$ cat src/rtl/game_pkg.sv
// Shared game definitions: mole FSM state encoding and the field-size defaults
// that the spawner and the hammer must agree on.
package game_pkg;

  typedef enum logic [1:0] {
    IDLE = 2'd0,
    GAP  = 2'd1,
    UP   = 2'd2
  } state_e;

  localparam int NUM_HOLES_DEF = 18;
  localparam int POS_W_DEF     = 5;
  localparam int CNT_W_DEF     = 12;

endpackage

$ cat src/rtl/lfsr16.sv
// Free-running 16-bit Fibonacci LFSR (taps 16,14,13,11); never stalls, so the
// value seen at spawn time depends on how long the player took.
module lfsr16 #(
  parameter logic [15:0] SEED = 16'hACE1
) (
  input  logic        clk,
  input  logic        rst_ni,
  output logic [15:0] value_o
);

  logic [15:0] lfsr_q;
  logic [15:0] lfsr_d;
  logic        feedback;

  assign feedback = lfsr_q[15] ^ lfsr_q[13] ^ lfsr_q[12] ^ lfsr_q[10];
  assign lfsr_d   = {lfsr_q[14:0], feedback};

  always_ff @(posedge clk or negedge rst_ni) begin
    if (!rst_ni) begin
      lfsr_q <= SEED;
    end else begin
      lfsr_q <= lfsr_d;
    end
  end

  assign value_o = lfsr_q;

endmodule

$ cat src/rtl/mole_spawner.sv
// Mole spawner: picks a pseudo-random hole, shows the mole for a bounded time,
// withdraws it on hit or timeout, and counts escaped moles (saturating).
module mole_spawner
  import game_pkg::*;
#(
  parameter int          NUM_HOLES  = NUM_HOLES_DEF,
  parameter int          POS_W      = POS_W_DEF,
  parameter int          UP_CYCLES  = 50_000_000,
  parameter int          GAP_CYCLES = 12_500_000,
  parameter int          CNT_W      = CNT_W_DEF,
  parameter logic [15:0] SEED       = 16'hACE1
) (
  input  logic             clk,
  input  logic             reset,
  input  logic             enable,
  input  logic             hit,
  output logic [POS_W-1:0] mole_position,
  output logic             mole_visible,
  output logic             spawn,
  output logic [CNT_W-1:0] miss_count
);

  localparam int TMR_MAX = (UP_CYCLES > GAP_CYCLES) ? UP_CYCLES : GAP_CYCLES;
  localparam int TMR_W   = $clog2(TMR_MAX);
  localparam logic [TMR_W-1:0] UP_LOAD   = TMR_W'(UP_CYCLES - 1);
  localparam logic [TMR_W-1:0] GAP_LOAD  = TMR_W'(GAP_CYCLES - 1);
  localparam logic [5:0]       NH        = 6'(NUM_HOLES);
  localparam logic [5:0]       LAST_HOLE = 6'(NUM_HOLES - 1);

  state_e             state_q, state_d;
  logic [TMR_W-1:0]   timer_q, timer_d;
  logic [POS_W-1:0]   pos_q, pos_d;
  logic               vis_q, vis_d;
  logic               spawn_q, spawn_d;
  logic [CNT_W-1:0]   miss_q, miss_d;

  logic [15:0]        lfsr_value;
  logic               lfsr_unused;
  logic [5:0]         c_raw, c_red, c_fin;
  logic [POS_W-1:0]   cand;

  lfsr16 #(.SEED(SEED)) u_lfsr (
    .clk     (clk),
    .rst_ni  (reset),
    .value_o (lfsr_value)
  );

  assign lfsr_unused = ^lfsr_value[15:5];

  // Fold 0..31 into 0..NUM_HOLES-1 with one subtraction, then step off the current hole.
  always_comb begin
    c_raw = {1'b0, lfsr_value[4:0]};
    c_red = (c_raw >= NH) ? (c_raw - NH) : c_raw;
    c_fin = c_red;
    if (POS_W'(c_red) == pos_q) begin
      c_fin = (c_red == LAST_HOLE) ? 6'd0 : (c_red + 6'd1);
    end
    cand = POS_W'(c_fin);
  end

  always_comb begin
    state_d = state_q;
    timer_d = timer_q;
    pos_d   = pos_q;
    vis_d   = vis_q;
    spawn_d = 1'b0;
    miss_d  = miss_q;
    if (!enable) begin
      state_d = IDLE;
      vis_d   = 1'b0;
    end else begin
      unique case (state_q)
        IDLE: begin
          state_d = GAP;
          timer_d = GAP_LOAD;
          vis_d   = 1'b0;
        end
        GAP: begin
          if (timer_q == '0) begin
            state_d = UP;
            timer_d = UP_LOAD;
            pos_d   = cand;
            vis_d   = 1'b1;
            spawn_d = 1'b1;
          end else begin
            timer_d = timer_q - TMR_W'(1);
          end
        end
        UP: begin
          // A hit takes priority over a simultaneous timeout.
          if (hit) begin
            state_d = GAP;
            timer_d = GAP_LOAD;
            vis_d   = 1'b0;
          end else if (timer_q == '0) begin
            state_d = GAP;
            timer_d = GAP_LOAD;
            vis_d   = 1'b0;
            if (miss_q != '1) begin
              miss_d = miss_q + CNT_W'(1);
            end
          end else begin
            timer_d = timer_q - TMR_W'(1);
          end
        end
        default: begin
          state_d = IDLE;
          vis_d   = 1'b0;
        end
      endcase
    end
  end

  always_ff @(posedge clk or negedge reset) begin
    if (!reset) begin
      state_q <= IDLE;
      timer_q <= '0;
      pos_q   <= '0;
      vis_q   <= 1'b0;
      spawn_q <= 1'b0;
      miss_q  <= '0;
    end else begin
      state_q <= state_d;
      timer_q <= timer_d;
      pos_q   <= pos_d;
      vis_q   <= vis_d;
      spawn_q <= spawn_d;
      miss_q  <= miss_d;
    end
  end

  assign mole_position = pos_q;
  assign mole_visible  = vis_q;
  assign spawn         = spawn_q;
  assign miss_count    = miss_q;

endmodule

$ cat config.mk
export PLATFORM = sky130hd
export DESIGN_NAME = mole_spawner
export DESIGN_NICKNAME = d
export VERILOG_FILES = /design/src/rtl/game_pkg.sv /design/src/rtl/lfsr16.sv /design/src/rtl/mole_spawner.sv
export SDC_FILE = /design/constraint.sdc
export NUM_CORES = 1
export LEC_CHECK = 0
export BUFFER_PORTS_ARGS = -buffer_cell sky130_fd_sc_hd__buf_2
export CAP_MARGIN = 0
export CORE_ASPECT_RATIO = 0.7
export CORE_UTILIZATION = 47
export DETAILED_ROUTE_END_ITERATION = 10
export HOLD_SLACK_MARGIN = 0.05
export PLACE_DENSITY = 0.7
export SLEW_MARGIN = 0
export SYNTH_ARGS = -nofsm -noshare
export SYNTH_HDL_FRONTEND = slang
export SYNTH_SLANG_ARGS = --single-unit
$ cat constraint.sdc
create_clock -name clk -period 3.18 [get_ports clk]
set_input_delay 0.636 -clock clk [delete_from_list [all_inputs] [get_ports clk]]
set_output_delay 0.636 -clock clk [all_outputs]
set_load 0.05 [all_outputs]
==> results of run 1 <==
## worst reg2reg max path: cells and delay by family, from the launching register on
| kind | cells | cell delay (ps) |
|---|---|---|
| AOI/OAI and AO/OA | 1 | 520 |
| and+or+nand+nor | 3 | 1290 |
| muxes | 1 | 400 |
| DFF | 1 | 440 |
## where the power goes
part / switching, W / internal, W
sequential: 0.000122 / 0.000894
clock: 0.000339 / 0.000602
combinational: 0.000375 / 0.000256
total: 0.000836 / 0.00175
## registers in the layout (all words and copies together) (netlist names)
register and cells:
spawn 1, state_q 2, mole_position 5, u_lfsr.value_o 16, miss_count 12, mole_visible 1
timer_q 26
## kinds of logic after synthesis
| group | Yosys count |
|---|---|
| compound gates | 88 |
| flops | 63 |
| fa+ha+maj | 10 |
| xor+xnor | 23 |
| mux | 5 |
| simple gates | 130 |
| buf+inv | 23 |
## per-stage QoR
step	power [W]	setup WS [ps]	instance area [sq um]
2_1_floorplan	0.00145	846	3380
3_3_place_gp	0.00163	574	3620
3_5_place_dp	0.00165	479	3620
4_1_cts	0.00260	450	3890
5_1_grt	0.00271	284	3890
6_report	0.00259	428	3890
## area by class of cell
cell class                      instances  area share (%)
Clock buffer                            9            3.19
Clock inverter                          7            3.73
Inverter                               12            1.16
Multi-Input combinational cell        256            43.7
Sequential cell                        63            40.8
Tap cell                               94            3.03
Timing Repair Buffer                   30            4.38
## metal layers
metal	share of wire (%)	global-route usage, %
met1	48	35.1
met2	40	28.8
met3	11	8.43
met4	0.72	5.63
met5	0	0
## path summary, 6_finish.rpt
check                                          endpoint  slack, ps  cells past startpoint
max in group asynchronous   u_lfsr.value_o[0]$_DFF_PN1_       2140                      2
hold reg to reg            u_lfsr.value_o[10]$_DFF_PN1_        360                      0
hold / removal             mole_position[2]$_DFFE_PN0P_        270                      1
min in group clk           u_lfsr.value_o[10]$_DFF_PN1_        360                      0
setup reg to reg              miss_count[1]$_DFFE_PN0P_        430                      5
setup / recovery              miss_count[1]$_DFFE_PN0P_        430                      5
## cell usage in the layout (no fill, tap or decap), types with 7 or more instances in the layout
cell type / synthesis / final
a21oi_1: 30 / 30
a31oi_1: 12 / 12
buf_2: 1 / 22
buf_4: 0 / 8
clkbuf_8: 0 / 9
dfrtp_1: 55 / 55
dfstp_2: 8 / 8
ha_1: 10 / 10
inv_1: 12 / 12
nand2_1: 22 / 22
nand4_1: 10 / 10
nor2_1: 33 / 33
nor3_1: 15 / 15
o22a_1: 10 / 10
xnor2_1: 16 / 16
xor2_1: 7 / 7
==> impl_metrics.tcl, run 1 <==
set metrics [dict create \
    cts-resized-gates 0 \
    p_leak_nw 1.69 \
    place_hpwl_um 5610 \
    gp_congestion 0.864 \
    clk_pin_slew_worst_paths_ps 70 \
    syn-instance-count 342 \
    syn-num-nets 356 \
    vdd_drop_max_uv 468 \
    critical_path_class "reg -> reg" \
    hold_ws_ps 270 \
    yosys_warnings 0 \
    cts_buffer_depth 2 \
    grt_antenna_before_repair 0 \
    cts_tree "yes" \
    cts_buffers 9 \
    yosysUniqueCellTypes 57 \
    ctsHoldBuffers 0 \
    start_util_pct 49.4 \
    cts_root_buffer "clkbuf_8" \
    totalWireLength_um 7910 \
    synth_edf_count 0 \
    area_delta_synth_final_pct 15.0 \
    worstPathMaxFanout 12 \
    syn_area_sq_mm 0.00338 \
    regArea_sq_mm 0.00159 \
    track_usage_pct 22.5 \
    ys.flop_type "dfrtp_1" \
    synth_top_cell_area_share_pct 40.7 \
    place_inst 455 \
    grt_pass1_vias 2422 \
    path_delay_family "simple AND/OR/NAND/NOR gates" \
    cts_setup_buffers 0 \
    fin_crit_ps 2750 \
    viasPerCell 5.96 \
    hp-class "in -> async" \
    fmax_mhz 363 \
    clk_latency_ps 350 \
    synth_fa_ha_area_share_pct 3.70 \
    portBuffers 22 \
    synth_async_sr_flop_share_pct 100 \
    required_ps 3420 \
    hold_viol 0 \
    clock-sinks 63 \
    grt_start_max_net_pins 25 \
    crit_path_end_kind "flip-flop" \
    io_pins 23 \
    status "complete, no violations" \
    drive_above_1_share_pct 18.6 \
    num_antenna_cells 0 \
    syn_area_per_cell_sq_um 9.89 \
    drtIter0Drc 228 \
    drc_errors 0 \
    die_w_um 103 \
    critPathLaunchType "flip-flop" \
    synth_seq_cells 63 \
    cp.arrival_ps 2990 \
    floorplan.die_area_sq_mm 0.00754 \
    startpoint "timer_q[5]$_DFFE_PN0P_" \
    synth_xor_area_share_pct 5.96 \
    fin_skew_ps 9.48 \
    multi_input_area_sq_mm 0.00170 \
    drtAntennaViolNets 0 \
    critPathMaxStageDelay_ps 530 \
    maxSlewHeadroom_pct 35.2 \
    yosys-top-cells-count "dfrtp_1 (55), nor2_1 (33), a21oi_1 (30)" \
    grt_pass1_wl_um 12500 \
    muxShareOfSynthArea_pct 1.59 \
    post-synth-top-area-cell "dfrtp_1" \
    fp.dieH_um 73.0 \
    max_cap_viol_count 0 \
    final_cells 471 \
    cp_cell_sequence "nor4_2 > nand4b_1 > or3_4 > a311oi_4 > mux2_2" \
    fillers 583 \
    ys_seq_area_share_pct 46.9 \
    synthTopCellsByArea "dfrtp_1 (41%), dfstp_2 (6.2%), a21oi_1 (4.4%)" \
    finalCritPeriodShare_pct 86.5 \
    wire_per_inst_um 16.8 \
    synth_top_family_by_area "simple AND/OR/NAND/NOR gates" \
    synthSimpleGateAreaFrac_pct 21.0 \
    grt-ovfl-total 0 \
    pwr_density_cell_mw_per_mm2 666 \
    vias 2808 \
    slowest_stage "or3_4" \
    drv_slew 0 \
    timing.rr.start "timer_q[5]$_DFFE_PN0P_" \
    utilization_pct 56.7 \
    worstMarginPinSlew_ps 965 \
    synth_compound_area_share_pct 18.0 \
    htreeDepth 3 \
    post-synth-top-count-cell "dfrtp_1" \
    core_area_sq_mm 0.00685 \
    setup-tns-final_ps 0 \
    crit_buf_inv 0 \
    rows 25 \
    firstDrtPassIters 5 \
    setup_violations 0 \
    rsz0062_at_grt "no" \
    fin_nets 386 \
]
No activity file was read; power rests on OpenSTA's default activity.
==> run 2, diff against run 1 <==
--- a/config.mk
+++ b/config.mk
@@ -9,9 +9,11 @@
 export CAP_MARGIN = 0
 export CORE_ASPECT_RATIO = 0.7
 export CORE_UTILIZATION = 47
+export CTS_CLUSTER_DIAMETER = 60
 export DETAILED_ROUTE_END_ITERATION = 10
 export HOLD_SLACK_MARGIN = 0.05
 export PLACE_DENSITY = 0.7
+export SKIP_LAST_GASP = 1
 export SLEW_MARGIN = 0
 export SYNTH_ARGS = -nofsm -noshare
 export SYNTH_HDL_FRONTEND = slang
==> constraint.sdc (replaced) <==
create_clock -name clk -period 3.18 [get_ports clk]
set_input_delay 0.159 -clock clk [delete_from_list [all_inputs] [get_ports clk]]
set_output_delay 0.159 -clock clk [all_outputs]
set_load 0.05 [all_outputs]
==> run 2 against run 1 <==
Net effect:
- sequential cell count unchanged
- clock skew about the same
- largest power group unchanged
- cell count increased by 1.1%
- die area unchanged
==> impl_metrics.tcl, run 2 (synthesis gave the netlist of run 1 again) <==
set metrics [dict create \
    core_area_sq_mm 0.00685 \
    num_antenna_cells 0 \
    fp.dieH_um 73.0 \
    fin_skew_ps 9.31 \
    start_util_pct 49.4 \
    crit_buf_inv 0 \
    setup_violations 0 \
    floorplan.die_area_sq_mm 0.00754 \
    clk_pin_slew_worst_paths_ps 80 \
    worstMarginPinSlew_ps 672 \
    cts_buffers 9 \
    final_common_cell "dfrtp_1" \
    fmax_mhz 366 \
    p_leak_nw 1.69 \
    drv_slew 0 \
    grt-ovfl-total 0 \
    viasPerCell 5.97 \
    portBuffers 22 \
    cts_buffer_depth 2 \
    fin_ws_ps 446 \
    grt_start_max_net_pins 26 \
    die_w_um 103 \
    rsz0062_at_grt "no" \
    finalCritPeriodShare_pct 86.0 \
    critical_path_class "reg -> reg" \
    startpoint "timer_q[5]$_DFFE_PN0P_" \
    drtIter0Drc 200 \
    min-delay-start "enable" \
    worstPathMaxFanout 12 \
    track_usage_pct 24.2 \
    grt_antenna_before_repair 0 \
    critPathMaxStageDelay_ps 520 \
    pwr_density_cell_mw_per_mm2 621 \
    fin_crit_ps 2730 \
    largest_register_ffs 26 \
    status "complete, no violations" \
    drc_errors 0 \
    critPathLaunchType "flip-flop" \
    fin_nets 391 \
    clock-sinks 63 \
    cp.arrival_ps 2970 \
    totalWireLength_um 8060 \
    hp-class "in -> reg" \
    cts_root_buffer "clkbuf_8" \
    timing.rr.start "timer_q[5]$_DFFE_PN0P_" \
    utilization_pct 56.4 \
    maxSlewHeadroom_pct 55.1 \
    gp_congestion 0.939 \
    drive_above_1_share_pct 19.4 \
    cts-resized-gates 0 \
    cp_cell_sequence "nor4_2 > nand4b_1 > or3_4 > a311oi_4 > mux2_2" \
    area_delta_synth_final_pct 14.4 \
    power_w 0.00240 \
    vdd_drop_max_uv 300 \
    path_delay_family "simple AND/OR/NAND/NOR gates" \
    wire_per_inst_um 16.9 \
    cts_tree "yes" \
    drtAntennaViolNets 0 \
    htreeDepth 3 \
    io_pins 23 \
    hold_viol 0 \
    slowest_stage "or3_4" \
    final_cell_mix "dfrtp_1 (55), nor2_1 (33), a21oi_1 (30), nand2_1 (22), buf_2 (22)" \
    place_ws_ps 498 \
    firstDrtPassIters 4 \
    regMostFlops "timer_q" \
    clk_latency_ps 350 \
    setup-tns-final_ps 0 \
    max_cap_viol_count 0 \
    rows 25 \
    r2r_setup_slack_ps 450 \
    place_hpwl_um 5610 \
    vias 2841 \
    crit_path_end_kind "flip-flop" \
    required_ps 3420 \
    grt_pass1_vias 2591 \
    grt_pass1_wl_um 13500 \
]
## run 2: cell count changes in the layout (fill, tap and decap cells not counted)
cell / before / now
buf_4: 8 / 12
bufinv_16: 4 / 1
clkbuf_8: 9 / 11
clkinv_2: 0 / 2
clkinv_4: 2 / 1
dlygate4sd3_1: 0 / 1
## run 2: where the power goes
group / switching [W] / internal [W]
clock network: 0.000331 / 0.000403
logic: 0.000382 / 0.000268
registers: 0.000123 / 0.000894
## run 2: final timing paths
path | cells after the start | to
min in group asynchronous | 2 | spawn$_DFF_PN0_
worst max-delay path | 5 | miss_count[1]$_DFFE_PN0P_
max in group asynchronous | 3 | u_lfsr.value_o[0]$_DFF_PN1_
worst max register to register | 5 | miss_count[1]$_DFFE_PN0P_
worst min register to register | 0 | u_lfsr.value_o[9]$_DFF_PN0_
worst min-delay path | 3 | mole_visible$_DFFE_PN0P_
## run 2: worst min-delay path: cells and delay by family
kind	cells	cell delay, ps
AO/OA/AOI/OAI	1	80
AND/OR/NAND/NOR	1	40
buffers and inverters	1	140
## run 2: area by class of cell
type / count / area, sq um
fillers: 597 / 2980
multi-input cells: 256 / 1700
flip-flops and latches: 63 / 1590
repair buffers: 35 / 210
clock buffers: 11 / 151
well taps: 94 / 118
clock inverters: 5 / 56.3
inverters: 12 / 45.0
## run 2: what timing repair did
| action | CTS | global route |
|---|---|---|
| hold buffers | 1 | 0 |
| endpoints found under the hold margin | 23 | 0 |
| setup buffers | 0 | 0 |
| setup endpoints to repair | 0 | 0 |
## run 2: metrics by stage
stage               hold slack (ps)  instance area (sq um)  cells
finish                          111                   3870    476
CTS                             101                   3870    476
global route                    132                   3870    476
floorplan                      -137                   3380    342
detailed placement              191                   3650    459
global placement                197                   3650    459
## run 2: per-layer routing
metal / up-vias / track usage (%) / wire [um]
li1: 1324 / - / -
met1: 1409 / 38.0 / 4130
met2: 99 / 32.0 / 3260
met3: 9 / 6.80 / 599
met4: 0 / 6.10 / 75
met5: - / 0 / 0
==> run 3, diff against run 2 <==
==> constraint.sdc (replaced) <==
create_clock -name clk -period 3.5 [get_ports clk]
set_input_delay 0.175 -clock clk [delete_from_list [all_inputs] [get_ports clk]]
set_output_delay 0.175 -clock clk [all_outputs]
set_load 0.05 [all_outputs]
==> run 3 against run 2 <==
Net effect:
- via count is 2.6% lower
- clock skew down 3.9 ps
- sequential share of layout area rose by 0.69 points
- sequential cell count is the same
- die area unchanged
- worst hold slack gained 11 ps
- critical endpoint unchanged
- largest power group unchanged
- highest routed layer unchanged
==> impl_metrics.tcl, run 3 (synthesis gave the netlist of run 1 again) <==
set metrics [dict create \
    clk_latency_ps 350 \
    status "complete, no violations" \
    largest_register_ffs 26 \
    cts_buffers 9 \
    io_pins 23 \
    grt-ovfl-total 0 \
    clk_pin_slew_worst_paths_ps 70 \
    cts_tree "yes" \
    fin_nets 385 \
    drtAntennaViolNets 0 \
    area_delta_synth_final_pct 12.5 \
    rsz0062_at_grt "no" \
    floorplan.die_area_sq_mm 0.00754 \
    track_usage_pct 22.7 \
    setup_violations 0 \
    grt_pass1_wl_um 12700 \
    cts_setup_buffers 0 \
    htreeDepth 3 \
    final_common_cell "dfrtp_1" \
    clock-sinks 63 \
    startpoint "timer_q[5]$_DFFE_PN0P_" \
    regMostFlops "timer_q" \
    totalWireLength_um 7770 \
    grt_pass1_vias 2476 \
    fin_skew_ps 5.42 \
    critPathLaunchType "flip-flop" \
    maxSlewHeadroom_pct 29.0 \
    firstDrtPassIters 7 \
    fp.dieH_um 73.0 \
    multi_input_area_sq_mm 0.00170 \
    regArea_sq_mm 0.00159 \
    hp-class "in -> reg" \
    cp.arrival_ps 2970 \
    drtIter0Drc 316 \
    final_cell_area_sq_mm 0.00380 \
    critical_path_class "reg -> reg" \
    drive_above_1_share_pct 17.8 \
    pwr_density_cell_mw_per_mm2 556 \
    r2r_setup_slack_ps 760 \
    vdd_drop_max_uv 306 \
    num_antenna_cells 0 \
    cts_root_buffer "clkbuf_8" \
    fillers 598 \
    hold_viol 0 \
    worstPathMaxFanout 12 \
    fmax_mhz 365 \
    drv_slew 0 \
    wire_per_inst_um 16.5 \
    drc_errors 0 \
    grt_antenna_before_repair 0 \
    max_cap_viol_count 0 \
    gp_congestion 0.902 \
    cts-resized-gates 0 \
    start_util_pct 49.4 \
    ff2ff_path_depth 5 \
    r2r-end "miss_count[1]$_DFFE_PN0P_" \
    rows 25 \
    final_cell_mix "dfrtp_1 (55), nor2_1 (33), a21oi_1 (30), nand2_1 (22), buf_2 (22)" \
    setup-tns-final_ps 0 \
    place_area_sq_mm 0.00360 \
    core_area_sq_mm 0.00685 \
    viasPerCell 5.89 \
    critPathCapture "miss_count[1]$_DFFE_PN0P_" \
    cts_buffer_depth 2 \
    die_w_um 103 \
    portBuffers 22 \
    vias 2768 \
    fin_crit_ps 2740 \
    place_hpwl_um 5370 \
    crit_path_end_kind "flip-flop" \
    timing.rr.start "timer_q[5]$_DFFE_PN0P_" \
    p_leak_nw 1.66 \
    grt_start_max_net_pins 38 \
    finalCritPeriodShare_pct 78.3 \
    required_ps 3730 \
    worstMarginPinSlew_ps 1060 \
]
-- run 3: cell count changes in the layout (fill, tap and decap cells not counted), sizes merged --
cell / previous run / this run
clkinv: 3 / 4
clkbuf: 11 / 10
buf: 34 / 28
-- run 3: per-layer routing --
layer  vias to the layer above  global-route usage, %  part of all wire, %
met2                       104                   28.9                   40
met4                         0                   5.16                 0.93
met3                         8                   8.62                  8.9
met1                      1342                   35.6                   50
met5                         -                      0                    0
li1                       1314                      -                    -
-- run 3: report_power, final --
| group | internal [W] | switching (W) |
|---|---|---|
| logic | 0.000228 | 0.000348 |
| clock network | 0.000326 | 0.000291 |
| registers | 0.000812 | 0.000110 |
-- run 3: how the worst min path moves through the flow --
| stage | start | endpoint | slack, ps | depth (start not counted) |
|---|---|---|---|---|
| finish | enable | mole_visible$_DFFE_PN0P_ | 120 | 3 |
| CTS | enable | mole_visible$_DFFE_PN0P_ | 110 | 3 |
| floorplan | reset | miss_count[0]$_DFFE_PN0P_ | -120 | 0 |
| global placement | reset | timer_q[8]$_DFFE_PN0P_ | 300 | 1 |
| global route | enable | mole_visible$_DFFE_PN0P_ | 130 | 3 |
| detailed placement | reset | timer_q[7]$_DFFE_PN0P_ | 320 | 1 |
-- run 3: through the flow --
stage	hold slack (ps)	power, W	worst slack [ps]	std cells	util [%]
detailed placement	316	0.00149	835	453	52.6
global placement	303	0.00148	878	453	52.6
finish	123	0.00212	758	470	55.5
CTS	113	0.00212	810	470	55.5
floorplan	-121	0.00132	1170	342	-
global route	132	0.00224	599	470	55.5
-- run 3: area by class of cell --
cell class,count,share of cell area (%)
clock inverters,6,1.61
flip-flops and latches,63,41.7
clock buffers,10,3.36
inverters,12,1.18
repair buffers,29,4.34
multi-input cells,256,44.7
well taps,94,3.09
-- run 3: worst max-delay path, cell delays in order, from the launching register on --
cell and delay (ps):
dfrtp_1 450, nor4_2 460, nand4b_1 290, or3_4 520, a311oi_4 510, mux2_2 400
-- run 3: what timing repair did --
action,4_1_cts,5_1_grt
endpoints found under the setup margin,0,0
hold buffers,1,0
endpoints found under the hold margin,28,0
